==> config.mk <==
export PLATFORM = sky130hd
export DESIGN_NAME = usb_packet_tx
export DESIGN_NICKNAME = d
export VERILOG_FILES = /design/src/rtl/usb_packet_tx_pkg.sv /design/src/rtl/usb_packet_tx_crc16.sv /design/src/rtl/usb_packet_tx.sv
export SDC_FILE = /design/constraint.sdc
export NUM_CORES = 1
export LEC_CHECK = 0
export BUFFER_PORTS_ARGS = -buffer_cell sky130_fd_sc_hd__buf_2
export CORE_MARGIN = 1
export CORE_UTILIZATION = 43
export DETAILED_ROUTE_END_ITERATION = 7
export PLACE_DENSITY_LB_ADDON = 0.08
export REMOVE_ABC_BUFFERS = 1
export SKIP_LAST_GASP = 1
export SLEW_MARGIN = 30
export SYNTH_ARGS = -nofsm -noshare
export SYNTH_HDL_FRONTEND = slang
export SYNTH_SLANG_ARGS = --single-unit
==> constraint.sdc <==
create_clock -name clk -period 3.4 [get_ports clk]
set_clock_uncertainty 0.15 [all_clocks]
set_input_delay 0.17 -clock clk [delete_from_list [all_inputs] [get_ports clk]]
set_output_delay 0.17 -clock clk [all_outputs]
set_load 0.05 [all_outputs]
==> src/rtl/usb_packet_tx_pkg.sv <==
// Shared USB definitions: PID encodings, CRC16 constants and small helpers
// used by both the transmit and receive paths.
package types;

    typedef enum logic [3:0] {
        OUT   = 4'b0001,
        IN    = 4'b1001,
        SOF   = 4'b0101,
        SETUP = 4'b1101,
        DATA0 = 4'b0011,
        DATA1 = 4'b1011,
        DATA2 = 4'b0111,
        MDATA = 4'b1111,
        ACK   = 4'b0010,
        NAK   = 4'b1010,
        STALL = 4'b1110,
        NYET  = 4'b0110
    } pid_t;

    // Polynomial and residual are given in conventional MSB-first notation.
    localparam logic [15:0] CRC16_POLY     = 16'h8005;
    localparam logic [15:0] CRC16_INIT     = 16'hFFFF;
    localparam logic [15:0] CRC16_RESIDUAL = 16'h800D;

    function automatic logic [7:0] pid_byte(input logic [3:0] p);
        return {~p, p};
    endfunction

    function automatic logic [15:0] bit_rev16(input logic [15:0] v);
        logic [15:0] r;
        for (int i = 0; i < 16; i++) r[i] = v[15-i];
        return r;
    endfunction

endpackage

==> src/rtl/usb_packet_tx_crc16.sv <==
// Byte-wide USB CRC16 register; shared by the transmit and receive paths.
module usb_crc16
    import types::*;
(
    input  logic        clk,
    input  logic        reset,
    input  logic        init,
    input  logic        en,
    input  logic [7:0]  data,
    output logic [15:0] crc
);

    // Register is kept bit-reflected so LSB-first data shifts right and the
    // low byte is the one that goes on the wire first.
    localparam logic [15:0] POLY_REFL = bit_rev16(CRC16_POLY);

    logic [15:0] crc_q, crc_d;

    always_comb begin
        crc_d = crc_q;
        if (init) begin
            crc_d = CRC16_INIT;
        end else if (en) begin
            for (int i = 0; i < 8; i++)
                crc_d = (crc_d[0] ^ data[i]) ? ((crc_d >> 1) ^ POLY_REFL) : (crc_d >> 1);
        end
    end

    always_ff @(posedge clk) begin
        if (reset) crc_q <= CRC16_INIT;
        else       crc_q <= crc_d;
    end

    assign crc = crc_q;

endmodule

==> src/rtl/usb_packet_tx.sv <==
// SIE packet transmitter: PID byte, optional payload from the endpoint buffer
// and CRC16, handed to the transceiver one byte per tx_ready pulse.
module usb_packet_tx
    import types::*;
#(
    parameter  int MAX_LEN = 64,
    parameter  int GAP     = 40,
    localparam int LW      = $clog2(MAX_LEN + 1)
) (
    input  logic          clk,
    input  logic          reset,
    input  logic          start,
    input  logic [3:0]    pid,
    input  logic [LW-1:0] len,
    input  logic [7:0]    in_data,
    input  logic          in_valid,
    output logic          in_ready,
    output logic [7:0]    tx_data,
    output logic          tx_valid,
    input  logic          tx_ready,
    output logic          busy,
    output logic          done,
    output logic          error
);

    localparam int GW = (GAP > 1) ? $clog2(GAP) : 1;

    typedef enum logic [2:0] {
        S_IDLE, S_PID, S_DATA, S_CRC_LO, S_CRC_HI, S_GAP
    } state_t;

    state_t        state_q, state_d;
    logic          data_cls_q, data_cls_d;
    logic [LW-1:0] len_q, len_d;
    logic [LW-1:0] count_q, count_d;
    logic [7:0]    tx_data_q, tx_data_d;
    logic [GW-1:0] gap_q, gap_d;
    logic          done_q, done_d;
    logic          error_q, error_d;
    logic          need_byte;
    logic          crc_init, crc_en;
    logic [15:0]   crc;

    usb_crc16 u_crc (
        .clk   (clk),
        .reset (reset),
        .init  (crc_init),
        .en    (crc_en),
        .data  (in_data),
        .crc   (crc)
    );

    always_ff @(posedge clk) begin
        if (reset) begin
            state_q    <= S_IDLE;
            data_cls_q <= 1'b0;
            len_q      <= '0;
            count_q    <= '0;
            tx_data_q  <= 8'h00;
            gap_q      <= '0;
            done_q     <= 1'b0;
            error_q    <= 1'b0;
        end else begin
            state_q    <= state_d;
            data_cls_q <= data_cls_d;
            len_q      <= len_d;
            count_q    <= count_d;
            tx_data_q  <= tx_data_d;
            gap_q      <= gap_d;
            done_q     <= done_d;
            error_q    <= error_d;
        end
    end

    always_comb begin
        state_d    = state_q;
        data_cls_d = data_cls_q;
        len_d      = len_q;
        count_d    = count_q;
        tx_data_d  = tx_data_q;
        gap_d      = gap_q;
        done_d     = 1'b0;
        error_d    = 1'b0;
        crc_init   = 1'b0;
        crc_en     = 1'b0;

        // Underrun abandons the packet; the host sees a bad CRC.
        if (in_ready && !in_valid) begin
            error_d   = 1'b1;
            state_d   = S_GAP;
            gap_d     = GW'(GAP - 1);
            tx_data_d = 8'h00;
        end else begin
            case (state_q)
                S_IDLE: if (start) begin
                    state_d    = S_PID;
                    data_cls_d = (pid[1:0] == 2'b11);
                    len_d      = (len > LW'(MAX_LEN)) ? LW'(MAX_LEN) : len;
                    count_d    = '0;
                    crc_init   = 1'b1;
                    tx_data_d  = pid_byte(pid);
                end
                S_PID: if (tx_ready) begin
                    if (!data_cls_q) begin
                        state_d   = S_GAP;
                        gap_d     = GW'(GAP - 1);
                        tx_data_d = 8'h00;
                        done_d    = 1'b1;
                    end else if (len_q == '0) begin
                        state_d   = S_CRC_LO;
                        tx_data_d = ~crc[7:0];
                    end else begin
                        state_d   = S_DATA;
                        tx_data_d = in_data;
                        crc_en    = 1'b1;
                        count_d   = LW'(1);
                    end
                end
                S_DATA: if (tx_ready) begin
                    if (count_q == len_q) begin
                        state_d   = S_CRC_LO;
                        tx_data_d = ~crc[7:0];
                    end else begin
                        tx_data_d = in_data;
                        crc_en    = 1'b1;
                        count_d   = count_q + 1'b1;
                    end
                end
                S_CRC_LO: if (tx_ready) begin
                    state_d   = S_CRC_HI;
                    tx_data_d = ~crc[15:8];
                end
                S_CRC_HI: if (tx_ready) begin
                    state_d   = S_GAP;
                    gap_d     = GW'(GAP - 1);
                    tx_data_d = 8'h00;
                    done_d    = 1'b1;
                end
                S_GAP: begin
                    if (gap_q == '0) state_d = S_IDLE;
                    else             gap_d   = gap_q - 1'b1;
                end
                default: state_d = S_IDLE;
            endcase
        end
    end

    always_comb begin
        tx_valid  = (state_q == S_PID) || (state_q == S_DATA) ||
                    (state_q == S_CRC_LO) || (state_q == S_CRC_HI);
        busy      = (state_q != S_IDLE);
        need_byte = ((state_q == S_PID) && data_cls_q && (len_q != '0)) ||
                    ((state_q == S_DATA) && (count_q != len_q));
        in_ready  = tx_ready && need_byte;
    end

    assign tx_data = tx_data_q;
    assign done    = done_q;
    assign error   = error_q;

endmodule

After elaboration in Yosys (flattened, before gate mapping)
Index checks and enable logic that the tools add are counted.
{"block": "classes", "add_sub_neg": 2, "multipliers": 0, "div": 0, "order_cmp": 1, "n_eq_ne": 29, "shifts": 0, "mux": 57, "bitwise": 20, "n_reduce_logical": 28}
{"operator": "16-bit 2-to-1 mux", "n": 8}
{"operator": "8-bit 2-to-1 mux", "n": 8}
{"operator": "7-bit 2-to-1 mux", "n": 7}
{"operator": "8-bit one-hot mux with 5 select lines", "n": 1}
{"operator": "6-bit 2-to-1 mux", "n": 5}
{"operator": "3-bit 2-to-1 mux", "n": 9}
{"operator": "3-bit inequality test (second input constant)", "n": 9}
{"operator": "2-bit inequality test (second input constant)", "n": 12}
{"operator": "2-bit inverter with 3-bit output", "n": 8}
{"operator": "7-bit one-hot mux with 3 select lines", "n": 1}
{"operator": "3-bit one-hot mux with 6 select lines", "n": 1}
{"operator": "6-bit one-hot mux with 3 select lines", "n": 1}
{"operator": "8-bit inverter", "n": 2}
{"operator": "1-bit 2-to-1 mux", "n": 14}
{"operator": "7-bit AND reduction", "n": 2}
{"operator": "5-bit AND reduction", "n": 2}
{"operator": "3-bit nonzero test", "n": 3}
{"operator": "8-bit AND reduction", "n": 1}
{"operator": "1-bit XOR", "n": 8}
{"operator": "7-bit by 1-bit adder with 7-bit output (second input constant)", "n": 1}
{"operator": "7-bit equality test", "n": 1}
{"operator": "7-bit greater-than comparator (second input constant)", "n": 1}
{"operator": "7-bit zero test", "n": 1}
{"operator": "7-bit inequality test", "n": 1}
{"operator": "19 further kinds", "n": 30}
{"block": "totals", "ff_bits": 50, "latch_bits": 0, "mem_bits_rw": 0, "mem_bits_ro": 0, "in_bits": 24, "out_inout_bits": 13, "wordCells": 148, "n_memories": 0}

Logic depth before layout (Yosys ltp)
{"block": "depth", "word_depth": 16, "ltp_mapped": 9}

By module
From an unflattened synthesis, not the netlist that was laid out.
{"block": "hier_totals", "hier_cells": 352, "hier_area_um2": 2857.7}
{"module": "usb_packet_tx", "n_inst": 1, "cells_per_inst": 266, "area_per_inst_um2": 2064.5, "seq_area_each_um2": 680.7}
{"module": "usb_crc16", "n_inst": 1, "cells_per_inst": 86, "area_per_inst_um2": 793.3, "seq_area_each_um2": 320.3}

Least setup slack after synthesis
No wires, ideal clock.
{"block": "synth_path", "kind": "reg2reg", "startpoint": "reg state_q[0]", "endpoint": "reg tx_data_q[4] (netlist: tx_data[4])", "setup_ns": 0.074, "arrival_ns": 2.088, "t_required_ns": 3.176, "path_slack_ns": 1.088, "stages_incl_launch_ff": 7, "n_path_buf": 1, "period_less_slack_ns": 2.312, "cell_sequence": "dfxtp_1 -> buf_2 -> nor3b_2 -> nand2_1 -> a21oi_1 -> a22oi_1 -> o2bb2ai_1"}
{"block": "synth_via", "elab_chain_cells": 7}
{"element": "start: declaration", "line": "usb_packet_tx.sv:32", "source": "state_t state_q, state_d;"}
{"element": "start signal: assignment", "line": "usb_packet_tx.sv:64", "source": "state_q <= state_d;"}
{"element": "3-bit by 1-bit equality test with 1-bit output", "line": "usb_packet_tx.sv:152", "source": "need_byte = ((state_q == S_PID) && data_cls_q && (len_q != '0)) ||"}
{"element": "1-bit logical AND (2 in series)", "line": "usb_packet_tx.sv:152"}
{"element": "1-bit logical OR *", "line": "usb_packet_tx.sv:152"}
{"element": "1-bit logical AND *", "line": "usb_packet_tx.sv:154", "source": "in_ready = tx_ready && need_byte;"}
{"element": "net in_ready", "line": "usb_packet_tx.sv:17", "source": "output logic in_ready,"}
{"element": "1-bit logical AND *", "line": "usb_packet_tx.sv:88", "source": "if (in_ready && !in_valid) begin"}
{"element": "2-bit OR reduction (no source line) *"}
{"element": "end signal: assignment", "line": "usb_packet_tx.sv:68", "source": "tx_data_q <= tx_data_d;"}
{"element": "end: declaration", "line": "usb_packet_tx.sv:36", "source": "logic [7:0] tx_data_q, tx_data_d;"}
Mark *: on every way through the listed nets, which the timed path passes. The rest lies on a longest branch.
A chain may end at the register's enable or synchronous reset.

Final worst setup path
{"block": "layout_path", "startpoint": "reg state_q[1]", "endpoint": "out in_ready"}
{"block": "layout_via", "elab_chain_cells": 5}
{"element": "3-bit by 1-bit equality test with 1-bit output", "line": "usb_packet_tx.sv:152"}
{"element": "1-bit logical AND (2 in series)", "line": "usb_packet_tx.sv:152"}
{"element": "1-bit logical OR *", "line": "usb_packet_tx.sv:152"}
{"element": "1-bit logical AND *", "line": "usb_packet_tx.sv:154"}
{"element": "end: declaration", "line": "usb_packet_tx.sv:17"}
Mark *: on every way between the ends. The rest lies on a longest branch, timed or not.

==> flow_metrics.tcl <==
set metrics [dict create \
    status "completed" \
    async_flop_share_pct 0 \
    period_share_pct 82.94 \
    cts_tree "yes" \
    grt_max_degree 26 \
    placed_cells 425 \
    io-pin-count 37 \
    synth_top_area_share_pct 35.49 \
    synth_ff_type "dfxtp_1" \
    power_leakage_nw 1.336 \
    portBuffers 36 \
    postCtsSetupBuffers 0 \
    syn_area_um2 2820 \
    cp_max_fo 20 \
    globalRouteOverflowTotal 0 \
    slew_violations 0 \
    worstPathArrival_ns 2.50 \
    p_sw_share_pct 39.56 \
    relSlewSlack_pct 54.15 \
    final_common_cell "dfxtp_1" \
    wl_per_cell_um 16.37 \
    hpwl_um 5305 \
    setup_viol 0 \
    tns_ns 0 \
    final_cells 443 \
    synth_area_leader_cell "dfxtp_1" \
    yosys_warnings 0 \
    path_class "flop to primary output" \
    syn2layout_area_growth_pct 14.91 \
    drv_cap 0 \
    grt_first_pass_wirelength_um 12000 \
    seq_area_frac_synth_pct 35.49 \
    regArea_um2 1001 \
    synth_cells 324 \
    grt_pass1_vias 2459 \
    power.switching_mw 0.6896 \
    vdd_drop_max_mv 0.3523 \
    antenna_left 0 \
    cts-root-buf "clkbuf_8" \
    ys_types 69 \
    pwr-share-comb_pct 38.1 \
    fp.dieW_um 82.99 \
    gp_congestion 0.7621 \
    layout_min_cycle_time_ns 2.820 \
    h-tree-depth 2 \
    postSynthAreaPerCell_um2 8.704 \
    synth_enable_flop_cells 0 \
    diodes 0 \
    vias_per_cell 5.623 \
    multiInputGateArea_um2 1708 \
    path_clk_slew_ns 0.09 \
    die-height_um 82.99 \
    grt_usage_pct 21.63 \
    rsz0062_at_grt "no" \
    antenna_found_initial 0 \
    hp-class "input port to flop" \
    via_count 2491 \
    fmax_mhz 354.6 \
    ys_ff_latch 50 \
    remaining_drc_errors 0 \
    fillers 631 \
    die_area_um2 6887 \
    clk_path_buf_depth 2 \
    tightestPinTransition_ns 0.6868 \
    fin_nets 392 \
    numCtsBuffers 5 \
    first_iter_violations 101 \
    p_int_mw 1.054 \
    drt-total-wl_um 7250 \
    crit_path_start_kind "flop" \
    cts_sinks 50 \
    worstSetupEndpointType "primary output" \
    drive_gt1_share_pct 18.03 \
    pwr-share-seq_pct 41.0 \
    p_per_area_nw_per_um2 537.9 \
    final_cell_mix "dfxtp_1, nand2_1, buf_2" \
    placement_rows 29 \
    clk_latency_ns 0.31 \
    start_util_pct 44.41 \
    hold_viol_final 0 \
    critPathRequiredTime_ns 3.08 \
    synthTopCellsByArea "dfxtp_1, xnor2_1, nand2_1, a21oi_1, mux2i_1" \
    core_area_um2 6350 \
    power_frac_clock_pct 21.0 \
    firstDrtPassIters 4 \
]
-- path summary, 6_finish.rpt --
check | start | end | slack, ns | cells after the start
max | state_q[1]$_SDFFE_PP0P_ | in_ready | 0.58 | 5
min | in_data[4] | tx_data[4]$_SDFFE_PP0P_ | 0.01 | 3
max reg2reg | state_q[0]$_SDFFE_PP0P_ | state_q[2]$_SDFFE_PP0P_ | 0.78 | 6
min reg2reg | len_q[5]$_SDFFE_PP0P_ | len_q[5]$_SDFFE_PP0P_ | 0.34 | 2
-- critical path, stage by stage (launching register included) --
cell	delay, ns
dfxtp_1	0.77
nand2b_1	0.18
nor2_1	0.16
o21ai_1	0.19
a21oi_1	0.52
buf_2	0.37
-- registers in the layout, summed over array words and instances, names as in the netlist --
signal	count
gap_q	6
len_q	7
data_cls_q	1
error	1
tx_data	8
state_q	3
done	1
u_crc.crc	16
count_q	7
-- through the flow --
stage	cell area, um2	hold WS, ns	setup slack, ns	total power [mW]	utilization [%]
finish	3241	0.01169	0.5800	1.743	51.03
global route	3241	0.02846	0.4042	1.843	51.03
CTS	3241	0.002050	0.5423	1.753	51.03
detailed placement	3049	0.2511	0.7995	1.380	48.02
global placement	3049	0.2520	0.8407	1.376	48.02
floorplan	2750	0.08907	0.8914	1.204	-
-- cells by family after synthesis --
kind of cell             count (synthesis)  share of synthesized area [%]
AND/OR/NAND/NOR                        110                          20.14
AO/OA/AOI/OAI                           94                          23.74
flip-flops                              50                          35.49
XOR/XNOR                                30                          11.40
buffers and inverters                   26                          3.948
multiplexers                            11                          3.949
adder cells (fa/ha/maj)                  3                          1.331
-- Yosys cell counts, types with 2 or more instances --
master and n:
clkbuf_1 5, mux2i_1 10, ha_1 3, a31o_2 4, buf_2 7, o311a_1 3
o211ai_1 9, nand4_1 2, a21boi_0 2, a21oi_1 23, and3_1 3, o2bb2ai_1 2
a22oi_1 3, a31oi_1 5, or3_1 5, nand3_1 6, a22o_1 4, a211o_1 2
nand3b_1 3, nor3b_1 2, xor2_1 7, inv_1 10, a211oi_1 2, o31ai_1 2
nor2_1 18, and2_1 4, dfxtp_1 50, o21ai_1 2, o21ai_0 14, xor2_2 3
nor4_1 4, xnor2_1 17, o221ai_1 2, a21o_1 2, nor3_1 8, nand2_1 36
nand2b_1 8
-- layer usage --
metal	global-route usage, %	part of all wire, %
met4	6.113	1.5
met5	0	0
met1	26.90	47
met2	38.52	49
met3	3.380	2.2
-- final cells by class --
class	instances	area share, %
Multi-Input combinational cell	248	52.70
Sequential cell	50	30.89
Timing Repair Buffer	49	9.344
Tap cell	77	2.973
Clock buffer	7	2.664
Inverter	11	1.274
Clock inverter	1	0.1544
-- power groups by stage --
stage,logic [mW],clock network [mW],registers [mW]
3_5_place_dp,0.654,0,0.726
3_3_place_gp,0.651,0,0.725
2_1_floorplan,0.403,0,0.800
5_1_grt,0.726,0.394,0.722
4_1_cts,0.665,0.375,0.712
6_report,0.664,0.365,0.714
-- timing repair --
item | 4_1_cts | 5_1_grt
hold buffers | 10 | 0
hold endpoints to repair | 9 | 0
resized for setup | 0 | 0
(Power assumes the default switching activity.)
